[config.mk]
export PLATFORM = sky130hd
export DESIGN_NAME = mux_load_counter
export DESIGN_NICKNAME = d
export VERILOG_FILES = /design/src/rtl/mux_load_counter_pkg.sv /design/src/rtl/mux_load_seq.sv /design/src/rtl/mux_load_counter.sv
export SDC_FILE = /design/constraint.sdc
export NUM_CORES = 1
export LEC_CHECK = 0
export ABC_AREA = 1
export CAP_MARGIN = 20
export CORE_MARGIN = 2
export CORE_UTILIZATION = 42
export DETAILED_ROUTE_END_ITERATION = 12
export PLACE_DENSITY = 0.73
export SLEW_MARGIN = 5
export SYNTH_ARGS = -nofsm -noshare
export SYNTH_HDL_FRONTEND = slang
export SYNTH_SLANG_ARGS = --single-unit
export TNS_END_PERCENT = 10
[constraint.sdc]
create_clock -name CLK -period 1.45 [get_ports CLK]
set_input_delay 0.145 -clock CLK [delete_from_list [all_inputs] [get_ports CLK]]
set_output_delay 0.145 -clock CLK [all_outputs]
set_load 0.01 [all_outputs]
[src/rtl/mux_load_counter_pkg.sv]
// Shared definitions for the mux-fed loadable up/down counter.
package mux_load_counter_pkg;

   localparam int DEFAULT_WIDTH = 4;

   typedef enum logic [1:0] {
      ST_IDLE  = 2'b00,
      ST_SETUP = 2'b01,
      ST_CAPT  = 2'b10
   } seq_state_e;

endpackage : mux_load_counter_pkg

[src/rtl/mux_load_seq.sv]
// Load sequencer: drives the upstream selector (SEL/ENB_N), waits one settle
// cycle, then tells the datapath to capture and pulses LOAD_ACK.
module mux_load_seq
   import mux_load_counter_pkg::*;
(
   input  logic clk,
   input  logic rst_n,
   input  logic clr_n,
   input  logic load_req,
   input  logic src_b,
   output logic sel,
   output logic enb_n,
   output logic load_ack,
   output logic busy,
   output logic capture,
   output logic count_ok
);

   seq_state_e state_q, state_d;
   logic       sel_q, sel_d;
   logic       enb_n_q, enb_n_d;
   logic       load_ack_q, load_ack_d;

   // State register; reset parks the sequencer in IDLE.
   always_ff @(posedge clk or negedge rst_n) begin
      if (!rst_n) begin
         state_q <= ST_IDLE;
      end else begin
         state_q <= state_d;
      end
   end

   // Next state: a clear aborts anything, and the unused code falls back to IDLE.
   always_comb begin
      state_d = ST_IDLE;
      if (clr_n) begin
         case (state_q)
            ST_IDLE:  state_d = load_req ? ST_SETUP : ST_IDLE;
            ST_SETUP: state_d = ST_CAPT;
            ST_CAPT:  state_d = ST_IDLE;
            default:  state_d = ST_IDLE;
         endcase
      end
   end

   // Next values of the registered selector controls and the acknowledge pulse.
   always_comb begin
      sel_d      = sel_q;
      enb_n_d    = 1'b1;
      load_ack_d = 1'b0;
      case (state_q)
         ST_IDLE: begin
            if (load_req) begin
               sel_d   = src_b;
               enb_n_d = 1'b0;
            end
         end
         ST_SETUP: begin
            enb_n_d = enb_n_q;
         end
         ST_CAPT: begin
            enb_n_d    = 1'b1;
            load_ack_d = 1'b1;
         end
         default: begin
            enb_n_d = 1'b1;
         end
      endcase
      if (!clr_n) begin
         enb_n_d    = 1'b1;
         load_ack_d = 1'b0;
      end
   end

   // Output registers; SEL keeps its last value across a synchronous clear.
   always_ff @(posedge clk or negedge rst_n) begin
      if (!rst_n) begin
         sel_q      <= 1'b0;
         enb_n_q    <= 1'b1;
         load_ack_q <= 1'b0;
      end else begin
         sel_q      <= sel_d;
         enb_n_q    <= enb_n_d;
         load_ack_q <= load_ack_d;
      end
   end

   assign sel      = sel_q;
   assign enb_n    = enb_n_q;
   assign load_ack = load_ack_q;
   assign busy     = (state_q != ST_IDLE);
   assign capture  = (state_q == ST_CAPT);
   assign count_ok = (state_q == ST_IDLE) && !load_req;

endmodule : mux_load_seq

[src/rtl/mux_load_counter.sv]
// Up/down counter with cascade enables, parallel-loaded through an external
// quad 2:1 selector under control of the load sequencer.
module mux_load_counter
   import mux_load_counter_pkg::*;
#(
   parameter int WIDTH = DEFAULT_WIDTH
) (
   input  logic             CLK,
   input  logic             RESET_N,
   input  logic [WIDTH-1:0] Y,
   input  logic             LOAD_REQ,
   input  logic             SRC_B,
   input  logic             CNT_EN,
   input  logic             CIN,
   input  logic             UP,
   input  logic             CLR_N,
   output logic             SEL,
   output logic             ENB_N,
   output logic [WIDTH-1:0] Q,
   output logic             RCO,
   output logic             LOAD_ACK,
   output logic             BUSY
);

   logic             capture;
   logic             count_ok;
   logic [WIDTH-1:0] q_q, q_d;

   mux_load_seq u_seq (
      .clk      (CLK),
      .rst_n    (RESET_N),
      .clr_n    (CLR_N),
      .load_req (LOAD_REQ),
      .src_b    (SRC_B),
      .sel      (SEL),
      .enb_n    (ENB_N),
      .load_ack (LOAD_ACK),
      .busy     (BUSY),
      .capture  (capture),
      .count_ok (count_ok)
   );

   // Counter next value: clear beats capture, capture beats counting.
   always_comb begin
      q_d = q_q;
      if (!CLR_N) begin
         q_d = '0;
      end else if (capture) begin
         q_d = Y;
      end else if (count_ok && CNT_EN && CIN) begin
         q_d = UP ? (q_q + WIDTH'(1)) : (q_q - WIDTH'(1));
      end
   end

   // Counter register.
   always_ff @(posedge CLK or negedge RESET_N) begin
      if (!RESET_N) begin
         q_q <= '0;
      end else begin
         q_q <= q_d;
      end
   end

   assign Q   = q_q;
   assign RCO = CIN & (UP ? (&q_q) : ~(|q_q));

endmodule : mux_load_counter

* After elaboration in Yosys (flattened, before gate mapping)
Index checks and enable logic that the tools add are counted.
** Cells by class
- Div/mod/pow operators :: 0
- Multiply operators :: 0
- $lt $le $gt $ge :: 0
- Equal/unequal tests :: 4
- Add/sub/neg operators :: 2
- Bitwise logic cells :: 2
- Multiplexer cells :: 13
- Shift-type cells :: 0
- Reduce and logical (&&, ||, !) cells :: 9
** Operators by type and width (number)
- $mux 4 :: 4
- $mux 1 :: 6
- $add 4x1->4 const B :: 1
- $pmux 2 s2 :: 1
- $reduce_and 4->1 :: 1
- $reduce_or 4->1 :: 1
- $sub 4x1->4 const B :: 1
- $logic_and 1x1->1 :: 3
- $ne 3x1->1 const B :: 1
- $eq 2x1->1 const B :: 1
- $eq 2x2->1 const B :: 1
- $logic_not 2->1 :: 1
- $mux 2 :: 1
- $ne 2x2->1 const B :: 1
- $pmux 1 s2 :: 1
- $reduce_and 2->1 :: 1
- $reduce_bool 2->1 :: 1
- $and 1x1->1 :: 1
- $logic_not 1->1 :: 1
- $not 1->1 :: 1
** Storage, ports and cells
- Logic and storage cells :: 35
- Bits in writable memories :: 0
- Latch bits :: 0
- Input bits :: 12
- Memory bits (read-only) :: 0
- Output and inout port bits :: 9
- Bits in registers :: 9
- Memories kept :: 0

* Logic depth before layout (Yosys ltp)
Gate-level depths: netlist (run 1).
- Word-level depth :: 7
- Gate-level depth with buffers :: 8
- Depth with buffers taken out :: 8

* Cells and area by module
A second synthesis (run 1) with hierarchy kept.
** Second synthesis, totals
- Cell total of the unflattened synthesis :: 70
- Area total of the unflattened synthesis :: 565.5 um^2
** By module, submodules not included
- mux_load_counter :: seq. area each 100.1 um^2, cells each 47, area each 360.3 um^2, times used 1
- mux_load_seq :: seq. area each 126.4 um^2, cells each 23, area each 205.2 um^2, times used 1

* Worst setup path after synthesis (run 1)
No wires, ideal clock.
- Path type :: reg2reg
- Start point :: register q_q[0] (netlist: Q[0])
- End point :: register q_q[2] (netlist: Q[2])
- Required time :: 1.373 ns
- Clock period less this slack :: 1.366 ns
- Stages on the path, launching flop included :: 5
- Setup time :: 0.077 ns
- Setup slack :: 0.084 ns
- Arrival :: 1.289 ns
- Buffers on the path :: 0
- Path through :: dfrtp_1 -> fa_1 -> xnor2_1 -> o21a_1 -> a21oi_1
** Between the ends
- Longest elaborated chain between the ends :: 5
- Elaborated cells between the ends (all ways) :: 6
- Classes of those cells :: add/sub (2); mux (4)
** Ends and longest elaborated chain
- start, declared :: RTL line mux_load_counter.sv:27 : logic [WIDTH-1:0] q_q, q_d;
- start signal, assigned :: RTL line mux_load_counter.sv:60 : q_q <= q_d;
- $sub 4x1->4 / $add 4x1->4 (equally long branches) :: RTL line mux_load_counter.sv:51 : q_d = UP ? (q_q + WIDTH'(1)) : (q_q - WIDTH'(1));
- $mux 4 * :: RTL line mux_load_counter.sv:51
- $mux 4 * :: RTL line mux_load_counter.sv:50 : end else if (count_ok && CNT_EN && CIN) begin
- $mux 4 * :: RTL line mux_load_counter.sv:48 : end else if (capture) begin
- $mux 4 * :: RTL line mux_load_counter.sv:46 : if (!CLR_N) begin
Every way passes the cells marked *; elsewhere a longest branch is shown, timed or not. The select of a mux whose other input is x is not followed.
A chain may end at the register's enable or synchronous reset.

* Worst setup path in the final report (run 1)
Ends and elaborated chain as after synthesis.

==> parameters.txt, run 1 <==
Parameter                              Value

GRT
  Via count of the first global-routing pass    roughly 470
  Initial antenna violation count    0
  Global-route usage over all layers    0.187
  Overflow after GRT    0
  Pin count of the biggest net entering global routing    10
  Global-route wire length before repair    approximately 1900 um

Pwr
  Worst-case vdd ir drop    slightly above 0.6 mV
  Power Dens Cells    1020 nW/um^2
  Leakage power of the design    approximately 0.45 nW

CTS
  Clock latency reported for the late side of the worst-skew pair    280 ps
  Clock slew at the register clock pins of the worst setup and hold paths    70 ps
  CTS tree    yes
  CTS sink count    9
  Clock root buffer    sky130_fd_sc_hd__clkbuf_4
  Total CTS buffers    3
  Number of buffers on the longest clock path    2
  Number of H-tree levels    1

STA
  Number of hold-slack violations in the final timing report    0
  RSZ-0062 raised after global routing    true
  Number of pins with negative max-slew slack in the final report    0
  Total of endpoints with negative setup slack in the final report    0
  Largest clock skew in the final design    about 4.5 ps
  Period utilisation layout    0.982
  Slew at the pin closest to its max-slew limit    ~420 ps
  Fin worst setup slack    roughly 26 ps
  Relative slew margins    0.720
  Peak clock frequency supported by timing    ~700 MHz
  Worst slack on hold paths    between 150 and 200 ps
  Time the final worst path needs with I/O delays and setup    approximately 1400 ps

Logic synthesis
  Leading cell types by total area after synthesis    sky130_fd_sc_hd__dfrtp_1 (35%), sky130_fd_sc_hd__nand2_1 (11%), sky130_fd_sc_hd__inv_1 (8.0%)
  Mean cell area of the mapped netlist    7.85 um^2
  Number of warnings issued by yosys    0
  Flop and latch count out of synthesis    9
  Share of the synthesized area in the top cell type    0.354
  Synthesized net count    87
  Cell area after synthesis    566 um^2
  Biggest area consumer among synthesized cells    sky130_fd_sc_hd__dfrtp_1
  Sequential element share of the synthesized area    0.400
  Number of unique standard cell types used by synthesis    22
  Cells after Synth    approximately 70

Route
  Number of DRC markers in iteration 0    6
  Detailed-route vias per instance    between 4 and 5
  Routed via count    roughly 550
  First-pass DRT Iterations    4
  Number of routed nets with antenna violations    0
  Detailed Route WL    ~1300 um
  Post-DR wirelength/cell    about 11 um
  DRC violation count after routing    0

Final layout
  Share of layout cells above drive strength 1    0.255
  Top library cells by usage in the layout, fill and taps aside    sky130_fd_sc_hd__nand2_1 (16), sky130_fd_sc_hd__clkdlybuf4s50_1 (14), sky130_fd_sc_hd__inv_1 (11), sky130_fd_sc_hd__nor2_1 (9), sky130_fd_sc_hd__buf_4 (9)
  Area growth, synth to finish    56.9%
  Layout net count    around 120
  Number of diodes    0
  Post-route cell area    roughly 890 um^2
  Layout filler cell count    ~110
  Most frequent standard cell in the layout excluding fill and tap cells    sky130_fd_sc_hd__nand2_1
  Register area    228 um^2
  Layout Cells excl Fill    roughly 120
  Combined area of the multi-input logic cells    about 300 um^2

Critical path
  Class of the most critical setup path    flip-flop to flip-flop
  Worst-path cell chain    buf_6, fa_2, xnor2_1, o21a_1, a21oi_2
  Count of buffer and inverter cells on the critical path    1
  Required time worst endpoint    between 1500 and 2000 ps
  Startpoint type of the worst setup path    flip-flop
  Worst Path Arrival    ~1600 ps
  Biggest fanout along the worst timing path    4
  Top Family by Delay on Critical Path    flip-flops
  Maximum cell stage delay along the critical path    420 ps
  CP endpoint kind    flip-flop
  CP max-delay cell    sky130_fd_sc_hd__dfrtp_1

Floorplanning
  Rows    13
  Top Ports    21
  Die area    between 1500 and 2000 um^2
  Die Y    40.7 um
  Initial Utilization    0.440
  Overall die width    ~41 um
  Placeable core region    between 1000 and 1500 um^2

Placement
  Placed wire-length estimate after detailed placement    ~1000 um
  Count of port buffers added during placement    20
  Post-Place Setup Slack    -254 ps
  Placer Congestion    approximately 0.76
  Total placed instance area    approximately 850 um^2
  Number of cells after detailed placement    roughly 120

Flow run
  Maximum capacitance violations    0

Min path
  Type of the worst min-delay path    primary input to asynchronous set/reset pin

Outcome
  Status    completed
## sequential cells by signal (all words and copies together), names as in the netlist
signal          flops
Q                   4
u_seq.enb_n         1
u_seq.state_q       2
u_seq.sel           1
u_seq.load_ack      1
## metal layers
layer / GRT usage / vias to the layer above / routed length (um)
met4: 0.100 / 0 / 29
met1: 0.253 / 238 / 596
met5: 0 / - / 0
li1: - / 296 / -
met2: 0.270 / 15 / 608
met3: 0.0489 / 2 / 46
## metrics by stage
| stage | power (mW) | utilization | setup TNS (ps) |
|---|---|---|---|
| 6_report | 0.908 | 0.690 | 0 |
| 2_1_floorplan | 0.507 | - | 0 |
| 4_1_cts | 0.915 | 0.692 | 0 |
| 3_3_place_gp | 0.705 | 0.663 | -649 |
| 3_5_place_dp | 0.711 | 0.663 | -784 |
| 5_1_grt | 0.980 | 0.690 | -60.6 |
## Yosys cell counts, drive strengths merged
cell type	instances
fa	1
o22ai	1
dfrtp	8
mux2	1
dfstp	1
a21boi	1
inv	12
or2	1
nand4	1
ha	2
nand2	17
nor2	10
clkinv	1
o21a	2
a21oi	5
xnor2	1
nand3	5
o21ai	2
## worst paths after layout
| path | slack (ps) | end | depth (start not counted) | startpoint |
|---|---|---|---|---|
| hold reg to reg | 510 | u_seq.sel$_DFFE_PN0P_ | 1 | u_seq.sel$_DFFE_PN0P_ |
| setup reg to reg | 30 | Q[2]$_DFFE_PN0P_ | 5 | Q[0]$_DFFE_PN0P_ |
| min in group CLK | 480 | u_seq.sel$_DFFE_PN0P_ | 2 | SRC_B |
| max in group asynchronous | 960 | u_seq.enb_n$_DFFE_PN1P_ | 1 | RESET_N |
| setup / recovery | 30 | Q[2]$_DFFE_PN0P_ | 5 | Q[0]$_DFFE_PN0P_ |
| hold / removal | 160 | Q[3]$_DFFE_PN0P_ | 1 | RESET_N |
## worst reg2reg max path: stages, from the launching register on
cell and delay (ps):
sky130_fd_sc_hd__dfrtp_1 420, sky130_fd_sc_hd__buf_6 140, sky130_fd_sc_hd__fa_2 370, sky130_fd_sc_hd__xnor2_1 130, sky130_fd_sc_hd__o21a_1 180, sky130_fd_sc_hd__a21oi_2 110
## report_power, final
group	switching, mW	internal (mW)
Sequential	0.0329	0.287
Combinational	0.169	0.209
Clock	0.107	0.103
## layout make-up
type                       count  share of cell area
clock buffer                   3              0.0254
clock inverter                 1             0.00564
inverter                      13              0.0564
multi-input combinational     50               0.333
sequential                     9               0.257
tap                           15              0.0212
timing repair buffer          30               0.302
## timing repair
item,in CTS,in global routing
endpoints found under the setup margin,7,4
resized for setup,11,3
buffers inserted,1,0
cloned,0,0
hold buffers,0,0
pin swaps,1,2
## logic make-up (layout without fill, tap and decap cells)
logic type	Yosys count	count (layout)	synth area share
muxes	1	1	0.0199
buffers and inverters	13	47	0.0885
AOI/OAI and AO/OA	11	11	0.133
and+or+nand+nor	34	34	0.263
DFF	9	9	0.400
adders and majority gates	3	3	0.0796
xor gates and xnor gates	1	1	0.0155
Note: power is estimated with default switching activity, not from simulation.
==> run 2: changes to the inputs <==
--- a/config.mk
+++ b/config.mk
@@ -8,9 +8,11 @@
 export ABC_AREA = 1
 export CAP_MARGIN = 20
 export CORE_MARGIN = 2
-export CORE_UTILIZATION = 42
+export CORE_UTILIZATION = 41
+export CTS_CLUSTER_SIZE = 30
 export DETAILED_ROUTE_END_ITERATION = 12
-export PLACE_DENSITY = 0.73
+export PLACE_DENSITY = 0.72
+export REMOVE_ABC_BUFFERS = 1
 export SLEW_MARGIN = 5
 export SYNTH_ARGS = -nofsm -noshare
 export SYNTH_HDL_FRONTEND = slang
==> parameters.txt, run 2 (synthesis results as in run 1) <==
Parameter                              Value

Outcome
  Status    completed

CTS
  CTS tree    yes
  Clock root buffer    sky130_fd_sc_hd__clkbuf_4
  Clock slew at the register clock pins of the worst setup and hold paths    70 ps (about the same)
  Number of H-tree levels    1 (unchanged)
  Number of buffers on the longest clock path    2 (unchanged)
  CTS sink count    9 (unchanged)
  Clock latency reported for the late side of the worst-skew pair    270 ps (about the same)
  Hold buffer count at cts    0 (unchanged)
  Total CTS buffers    3 (unchanged)

Critical path
  Worst-path cell chain    buf_6, fa_2, nand2_1, nand2_1, nand2_1, o21ai_1
  Class of the most critical setup path    flip-flop to flip-flop
  Dominant cell type by count on the critical path    sky130_fd_sc_hd__nand2_1
  Required time worst endpoint    1640 ps (-20 ps)
  CP endpoint kind    flip-flop
  Biggest fanout along the worst timing path    5 (+1)
  Worst Path Arrival    1590 ps (-40 ps)
  Startpoint type of the worst setup path    flip-flop
  CP max-delay cell    sky130_fd_sc_hd__fa_2
  Maximum cell stage delay along the critical path    510 ps (+90 ps)

Route
  Detailed-route vias per instance    4.59 (+0.69%)
  First-pass DRT Iterations    4 (unchanged)
  DRC violation count after routing    0 (unchanged)
  Post-DR wirelength/cell    10.9 um (+3.3%)
  Number of routed nets with antenna violations    0 (unchanged)
  Detailed Route WL    1340 um (+5.0%)
  Number of DRC markers in iteration 0    4 (-2)
  Routed via count    564 (+2.4%)

Pwr
  Net switching share of the total power    0.332 (-0.00786)
  Part of the power in the clock network    0.217 (-0.014)
  Portion of total power attributed to sequential cells    0.350 (-0.003)
  Power Dens Cells    1010 nW/um^2 (-0.95%)
  Combinational share of power    0.433 (+0.017)
  Cell internal power dissipation    0.617 mW (+2.9%)
  Net switching power figure    0.307 mW (-0.64%)
  Worst-case vdd ir drop    0.605 mV (about the same)
  Leakage power of the design    0.469 nW (+4.5%)

GRT
  Overflow after GRT    0 (unchanged)
  Global-route usage over all layers    0.204 (+0.0172)
  Initial antenna violation count    0 (unchanged)
  Pin count of the biggest net entering global routing    10 (unchanged)
  Via count of the first global-routing pass    462 (-1.9%)
  Global-route wire length before repair    2060 um (+8.4%)

STA
  Peak clock frequency supported by timing    717 MHz (+2.0%)
  Fin worst setup slack    54.6 ps (+28.1 ps)
  Largest clock skew in the final design    6.18 ps (+1.66 ps)
  RSZ-0062 raised after global routing    true
  Worst slack on hold paths    170 ps (+7.96 ps)
  TNS Setup    0 ps (unchanged)
  Time the final worst path needs with I/O delays and setup    1400 ps (-28.1 ps)
  Period utilisation layout    0.962 (-0.0194)
  Relative slew margins    0.720 (about the same)
  Slew at the pin closest to its max-slew limit    419 ps (-0.0616 ps)
  Total of endpoints with negative setup slack in the final report    0 (unchanged)
  Number of hold-slack violations in the final timing report    0 (unchanged)
  Number of pins with negative max-slew slack in the final report    0 (unchanged)

Placement
  Post-Place Setup Slack    -249 ps (+5.21 ps)
  Placed wire-length estimate after detailed placement    1050 um (+0.89%)
  Placer Congestion    0.724 (-4.5%)
  Count of port buffers added during placement    20 (unchanged)

Final layout
  Register area    229 um^2 (+0.55%)
  Top library cells by usage in the layout, fill and taps aside    sky130_fd_sc_hd__nand2_1 (16), sky130_fd_sc_hd__clkdlybuf4s50_1 (13), sky130_fd_sc_hd__inv_1 (10), sky130_fd_sc_hd__buf_4 (10), sky130_fd_sc_hd__nor2_1 (9)
  Number of diodes    0 (unchanged)
  Share of layout cells above drive strength 1    0.278 (+0.0231)
  Most frequent standard cell in the layout excluding fill and tap cells    sky130_fd_sc_hd__nand2_1
  Number of flip-flops in the largest register    4 (unchanged)
  Layout filler cell count    106 (-7.0%)
  Area growth, synth to finish    61.1%
  Combined area of the multi-input logic cells    297 um^2 (+0.42%)
  Layout net count    124 (+1.6%)

Floorplanning
  Initial Utilization    0.435 (-0.00550)
  Overall die width    41.1 um (+1.1%)
  Die area    1690 um^2 (+2.2%)
  Placeable core region    1300 um^2 (+1.3%)
  Rows    13 (unchanged)
  Die Y    41.1 um (+1.1%)
  Top Ports    21 (unchanged)

Min path
  Type of the worst min-delay path    primary input to asynchronous set/reset pin

Flow run
  Maximum capacitance violations    0 (unchanged)
[run 2: power groups by stage]
| stage | registers (mW) | clock network [mW] | logic, mW |
|---|---|---|---|
| after global routing | 0.329 | 0.222 | 0.454 |
| after floorplan | 0.346 | 0 | 0.160 |
| after CTS | 0.319 | 0.215 | 0.385 |
| after detailed placement | 0.325 | 0 | 0.391 |
| after global placement | 0.324 | 0 | 0.384 |
| final | 0.323 | 0.201 | 0.400 |
[run 2: critical path: cells and delay by family, from the launching register on]
| kind | cells | cell delay, ps |
|---|---|---|
| adders and majority gates | 1 | 510 |
| DFF | 1 | 440 |
| and+or+nand+nor | 3 | 180 |
| buffers and inverters | 1 | 130 |
| AOI/OAI and AO/OA | 1 | 60 |
[run 2: cell type report]
class                           instances  area share
Multi-Input combinational cell         50       0.326
Sequential cell                         9       0.251
Tap cell                               15      0.0206
Clock inverter                          1     0.00549
Inverter                               13      0.0549
Clock buffer                            3      0.0247
Timing Repair Buffer                   32       0.317
[run 2: worst paths after layout]
| kind | endpoint | slack, ps | start | depth (start not counted) |
|---|---|---|---|---|
| max reg2reg | Q[1]$_DFFE_PN0P_ | 50 | Q[1]$_DFFE_PN0P_ | 6 |
| max | Q[1]$_DFFE_PN0P_ | 50 | Q[1]$_DFFE_PN0P_ | 6 |
| max in group asynchronous | u_seq.enb_n$_DFFE_PN1P_ | 950 | RESET_N | 1 |
| min | u_seq.state_q[0]$_DFF_PN0_ | 170 | RESET_N | 1 |
| min in group CLK | Q[3]$_DFFE_PN0P_ | 420 | UP | 6 |
| min reg2reg | u_seq.sel$_DFFE_PN0P_ | 510 | u_seq.sel$_DFFE_PN0P_ | 1 |
[run 2: what timing repair did]
action,in CTS,in global routing
gates resized for setup,11,7
setup buffers,2,1
hold endpoints to repair,0,0
endpoints found under the setup margin,7,4
[run 2: metrics by stage]
step	area, um^2	util	cells	total power [mW]
2_1_floorplan	566	-	72	0.507
3_3_place_gp	852	0.655	116	0.707
3_5_place_dp	852	0.655	116	0.716
4_1_cts	898	0.690	122	0.919
5_1_grt	911	0.700	123	1.01
6_report	911	0.700	123	0.923
[run 2: metal layers]
layer	track usage	vias to the layer above	wire length, um
li1	-	298	-
met1	0.261	252	607
met5	0	-	0
met3	0.0978	5	63
met2	0.285	9	643
met4	0.0968	0	30
